$ cat src/rtl/sys_sum_pkg.sv
// rtl/sys_sum_pkg.sv - shared word type and adder for sys_sum
// Macro SYS_SUM_SATURATE_EN selects saturating instead of wrapping additions.
package sys_sum_pkg;

  localparam int BIT_SIZE = 4;

  typedef logic [BIT_SIZE-1:0] word_t;

  // Operands and result are zero-extended to 32 bits; callers cast back to their width (w < 32).
  function automatic logic [31:0] add_w(input logic [31:0] a, input logic [31:0] b,
                                        input int unsigned w);
    logic [31:0] sum;
`ifdef SYS_SUM_SATURATE_EN
    logic [31:0] lim;
    lim = (32'd1 << w) - 32'd1;
    sum = a + b;
    if (sum > lim) sum = lim;
`else
    sum = a + b;
`endif
    return sum;
  endfunction

endpackage

$ cat src/rtl/sys_sum_pe.sv
// rtl/sys_sum_pe.sv - one systolic chain stage: data, valid and start registers with gated add
// Addition behaviour follows SYS_SUM_SATURATE_EN through sys_sum_pkg::add_w.
module sys_sum_pe
  import sys_sum_pkg::*;
#(
  parameter int BitSize = 4,
  parameter bit First   = 1'b0
) (
  input  logic               clk,
  input  logic               res_n,
  input  logic [BitSize-1:0] prev_sum,
  input  logic               prev_valid,
  input  logic               prev_start,
  input  logic [BitSize-1:0] lane,
  output logic [BitSize-1:0] sum,
  output logic               valid,
  output logic               start
);

  logic [BitSize-1:0] sum_nx;
  logic               start_nx;

  // The head stage takes lane 0 directly; later stages add their lane only behind a valid beat.
  always_comb begin
    sum_nx   = '0;
    start_nx = 1'b0;
    if (First) begin
      sum_nx   = lane;
      start_nx = prev_start & prev_valid;
    end else begin
      sum_nx   = BitSize'(add_w(32'(prev_sum), prev_valid ? 32'(lane) : 32'd0, BitSize));
      start_nx = prev_start;
    end
  end

  always_ff @(posedge clk or negedge res_n) begin
    if (!res_n) begin
      sum   <= '0;
      valid <= 1'b0;
      start <= 1'b0;
    end else begin
      sum   <= sum_nx;
      valid <= prev_valid;
      start <= start_nx;
    end
  end

endmodule

$ cat src/rtl/sys_sum.sv
// rtl/sys_sum.sv - systolic column adder with per-group beat accumulation
// Macro SYS_SUM_SATURATE_EN selects saturating instead of wrapping additions.
module sys_sum
  import sys_sum_pkg::*;
#(
  parameter int BitSize     = BIT_SIZE,
  parameter int NumOfNerves = 2,
  parameter int DepthIn     = 2
) (
  input  logic                                  clk,
  input  logic                                  res_n,
  input  logic                                  in_valid,
  input  logic                                  in_start,
  input  logic [NumOfNerves-1:0][BitSize-1:0]   in_data,
  output logic                                  out_valid,
  output logic                                  out_start,
  output logic [BitSize-1:0]                    out_data
);

  localparam int CntW = $clog2(DepthIn + 1);

  logic [BitSize-1:0] s  [NumOfNerves];
  logic               v  [NumOfNerves];
  logic               st [NumOfNerves];

  for (genvar k = 0; k < NumOfNerves; k++) begin : g_stage
    if (k == 0) begin : g_head
      sys_sum_pe #(.BitSize(BitSize), .First(1'b1)) u_pe (
        .clk        (clk),
        .res_n      (res_n),
        .prev_sum   ('0),
        .prev_valid (in_valid),
        .prev_start (in_start),
        .lane       (in_data[0]),
        .sum        (s[0]),
        .valid      (v[0]),
        .start      (st[0])
      );
    end else begin : g_body
      sys_sum_pe #(.BitSize(BitSize), .First(1'b0)) u_pe (
        .clk        (clk),
        .res_n      (res_n),
        .prev_sum   (s[k-1]),
        .prev_valid (v[k-1]),
        .prev_start (st[k-1]),
        .lane       (in_data[k]),
        .sum        (s[k]),
        .valid      (v[k]),
        .start      (st[k])
      );
    end
  end

  logic [BitSize-1:0] tail_sum;
  logic               tail_valid;
  logic               tail_start;

  assign tail_sum   = s[NumOfNerves-1];
  assign tail_valid = v[NumOfNerves-1];
  assign tail_start = st[NumOfNerves-1];

  logic [BitSize-1:0] acc, acc_nx;
  logic [CntW-1:0]    cnt, cnt_nx;
  logic               first, first_nx;
  logic               done;

  // A start beat reopens the group, dropping whatever partial sum was pending.
  always_comb begin
    acc_nx   = acc;
    cnt_nx   = cnt;
    first_nx = first;
    done     = 1'b0;
    if (tail_valid) begin
      if (tail_start) begin
        acc_nx   = tail_sum;
        cnt_nx   = CntW'(1);
        first_nx = 1'b1;
      end else begin
        acc_nx = BitSize'(add_w(32'(acc), 32'(tail_sum), BitSize));
        cnt_nx = cnt + CntW'(1);
      end
      done = (cnt_nx == CntW'(DepthIn));
    end
  end

  always_ff @(posedge clk or negedge res_n) begin
    if (!res_n) begin
      acc       <= '0;
      cnt       <= '0;
      first     <= 1'b0;
      out_valid <= 1'b0;
      out_start <= 1'b0;
      out_data  <= '0;
    end else begin
      out_valid <= done;
      out_start <= done & first_nx;
      if (done) begin
        out_data <= acc_nx;
        acc      <= '0;
        cnt      <= '0;
        first    <= 1'b0;
      end else begin
        acc   <= acc_nx;
        cnt   <= cnt_nx;
        first <= first_nx;
      end
    end
  end

endmodule

$ cat config.mk
export PLATFORM = sky130hd
export DESIGN_NAME = sys_sum
export DESIGN_NICKNAME = d
export VERILOG_FILES = /design/src/rtl/sys_sum_pkg.sv /design/src/rtl/sys_sum_pe.sv /design/src/rtl/sys_sum.sv
export SDC_FILE = /design/constraint.sdc
export NUM_CORES = 1
export LEC_CHECK = 0
export ABC_AREA = 1
export BUFFER_PORTS_ARGS = -buffer_cell sky130_fd_sc_hd__buf_2
export CORE_ASPECT_RATIO = 1.1
export CORE_MARGIN = 10
export CORE_UTILIZATION = 54
export CTS_CLUSTER_DIAMETER = 40
export DETAILED_ROUTE_END_ITERATION = 8
export PLACE_DENSITY = 0.83
export SYNTH_ARGS = -nofsm -noshare
export SYNTH_HDL_FRONTEND = slang
export SYNTH_SLANG_ARGS = --single-unit
$ cat constraint.sdc
create_clock -name clk -period 1.8 [get_ports clk]
set_input_delay 0.36 -clock clk [delete_from_list [all_inputs] [get_ports clk]]
set_output_delay 0.36 -clock clk [all_outputs]
set_load 0.01 [all_outputs]
==> key figures <==
Synth
  • Top post-synthesis cells by area: dfrtp_1, nand2_1, ha_1, inv_1, fa_1
  • Post-synth EDFFs: 0
  • Yosys top cell by area: dfrtp_1
  • Seq/Total Area, Yosys: 0.5587
  • Synth top area share: 0.5587
  • Avg Inst Size Synth: 9.823 um2
  • Synth warnings: 0
  • Synth cell types: 19
  • Async SR Flop Fraction: 1.000
  • Mapped Cells: 114
  • Netlist Area Pre-Place: 1120 um2
  • Syn_nets: 134
  • Synthesized flop and latch total: 25
  • Ys flop type: dfrtp_1

Worst setup path
  • Crit. Startpoint: acc[0]$_DFF_PN0_
  • CP endpoint kind: flip-flop
  • Worst Setup EP: out_data[1]$_DFFE_PN0P_
  • Critical R2R Capture: out_data[1]$_DFFE_PN0P_
  • Crit path depth: 6
  • Critical path class: flip-flop to flip-flop
  • Worst path slowest cell: fa_1
  • Worst R2R Start: acc[0]$_DFF_PN0_
  • Crit start category: flip-flop
  • Crit Path Max Fanout: 2
  • R2r setup slk: 180 ps
  • Worst path bufs/invs: 1
  • CP Data Required Time: 2050 ps
  • R2R cell count: 6
  • Slowest Stage Delay on Critical Path: 420 ps
  • Crit-path cells: ha_1 -> inv_1 -> fa_1 -> o211ai_1 -> o21ai_0 -> o21ai_1
  • CP top delay family: adder cells
  • WP data arrival: 1870 ps

Power
  • Power per cell area: 1026 nW/um2
  • Cell leakage power: 0.0006749 uW
  • Design Power: 1287 uW
  • Maximum vdd drop: 0.6564 mV

Global route
  • Met1 Resource Use GR: 0.09491
  • Grt met2 use: 0.1734
  • First-pass GRT wire length: 3.229 mm
  • GRT Util Overall: 0.09489
  • Gr busiest metal: met2
  • Largest net degree at the start of global routing: 26
  • Initial antenna violation count: 0
  • Vias in the first global route: 816
  • Global route total overflow: 0
  • GRT met3 Usage: 0.03140

Clock network
  • Clock Latency Late Sink: 320 ps
  • Clock transition at the registers of the reported paths: 140 ps
  • CTS Buffer Depth: 2
  • CTS resizes: 0
  • Root Buffer Master: clkbuf_4
  • H-tree depth: 1
  • CTS tree: built
  • Clk sinks: 25
  • Setup bufs post-CTS: 0
  • Num CTS Buffers: 3
  • Hold buffers post-CTS: 0

Detailed routing
  • DR vias: 773
  • DRT antenna net count: 0
  • DRC Markers: 0
  • DR vias/cell: 4.801
  • Initial DRC count: 12
  • Routed WL per cell: 11.51 um
  • Routed wire length: 1.853 mm
  • 1st-pass router iterations: 3

Layout
  • Most common cell after layout, fill and taps aside: nand2_1
  • Fillers: 184
  • Utilization after layout: 0.6277
  • Fraction of layout cells with a size suffix above 1: 0.1880
  • Most frequent cells in the layout: nand2_1, dfrtp_1, inv_1, buf_2, nor2_1
  • Area growth, synth to finish: 12.07%
  • Nets: 154
  • N_diodes: 0

Timing
  • Setup TNS: 0 ps
  • Fmax: 617.6 MHz
  • Final hold vios: 15
  • Tcrit/Tclk final: 0.8995
  • Tightest Pin Transition: 525.3 ps
  • RSZ-0062 raised after global routing: false
  • Hold WS: -18.29 ps
  • Final clock skew: 9.640 ps
  • Slew Limit Fails: 0
  • Final setup violation count: 0
  • Slew margin rel.: 0.6498
  • Post-layout minimum cycle time: 1619 ps

Status
  • Violated checks: negative hold slack
  • Status: complete, but fails checks

Floorplanning
  • Core box area: 1999 um2
  • Die area: 4297 um2
  • Cell Rows: 17
  • Initial Utilization: 0.5601
  • Die width: 63.42 um
  • Top Ports: 18
  • Die outline height: 67.76 um

Place
  • Number of port buffers: 17
  • Dpl hpwl: 1.485 mm
  • Gp weighted congestion: 0.8552

Min path
  • Hold Path Class: input pin to asynchronous set/reset pin

Flow run
  • Max-cap violations: 0
-- power breakdown --
part	internal [uW]	switching, uW	total [uW]
Clock	85.1	169	254
Sequential	648	54.5	702
Combinational	140	191	331
Total	873	414	1290
-- kinds of logic (layout without fill, tap and decap cells) --
family,Yosys count,count (layout),synth area share
AO/OA/AOI/OAI,13,13,0.06033
adder cells (fa/ha/maj),8,8,0.1028
XOR/XNOR,4,4,0.03129
AND/OR/NAND/NOR,44,44,0.1687
buffers and inverters,20,39,0.07821
flip-flops,25,25,0.5587
-- layout make-up --
class | instances | area [um2] | share of cell area
clock inverters | 1 | 7.507 | 0.005982
well taps | 28 | 35.03 | 0.02792
repair buffers | 17 | 85.08 | 0.06780
inverters | 18 | 72.57 | 0.05783
multi-input cells | 69 | 406.6 | 0.3240
flip-flops and latches | 25 | 625.6 | 0.4985
clock buffers | 3 | 22.52 | 0.01795
-- registers in the layout, indices dropped and copies added (netlist names) --
| register | cells |
|---|---|
| out_valid | 1 |
| g_stage.g_body.u_pe.sum | 4 |
| out_data | 4 |
| g_stage.g_head.u_pe.sum | 4 |
| g_stage.g_head.u_pe.start | 1 |
| acc | 4 |
| cnt | 2 |
| g_stage.g_head.u_pe.valid | 1 |
| out_start | 1 |
| first | 1 |
| g_stage.g_body.u_pe.start | 1 |
| g_stage.g_body.u_pe.valid | 1 |
-- worst min-delay path by stage --
stage	cells after the start	start	endpoint	slack, ps
3_3_place_gp	0	g_stage[0].g_head.u_pe.start$_DFF_PN0_	g_stage[1].g_body.u_pe.start$_DFF_PN0_	330
2_1_floorplan	0	res_n	acc[0]$_DFF_PN0_	60
3_5_place_dp	0	g_stage[0].g_head.u_pe.start$_DFF_PN0_	g_stage[1].g_body.u_pe.start$_DFF_PN0_	340
4_1_cts	1	res_n	out_valid$_DFF_PN0_	3
5_1_grt	1	res_n	out_data[3]$_DFFE_PN0P_	5
6_report	1	res_n	out_data[3]$_DFFE_PN0P_	-20
-- layer usage --
| layer | vias to the layer above | wire (um) | share of wire |
|---|---|---|---|
| met2 | 16 | 967 | 0.52 |
| li1 | 388 | - | - |
| met1 | 365 | 771 | 0.42 |
| met5 | - | 0 | 0 |
| met3 | 4 | 78 | 0.042 |
| met4 | 0 | 36 | 0.019 |
-- metrics by stage --
step	cells	setup WS (ps)	area [um2]
2_1_floorplan	114	329.7	1120
3_3_place_gp	157	307.7	1225
3_5_place_dp	157	207.5	1225
4_1_cts	161	174.6	1255
5_1_grt	161	64.98	1255
6_report	161	180.8	1255
-- synthesized netlist by cell type, types with 2 or more instances --
library cell / instances
inv_1: 17
o21ai_0: 5
buf_4: 2
a21oi_1: 4
xnor2_1: 2
fa_1: 2
dfrtp_1: 25
ha_1: 6
nand2_1: 27
nor2_1: 10
nand3_1: 3
o21ai_1: 3
xor2_1: 2
Power figures use the tool's default switching activity.
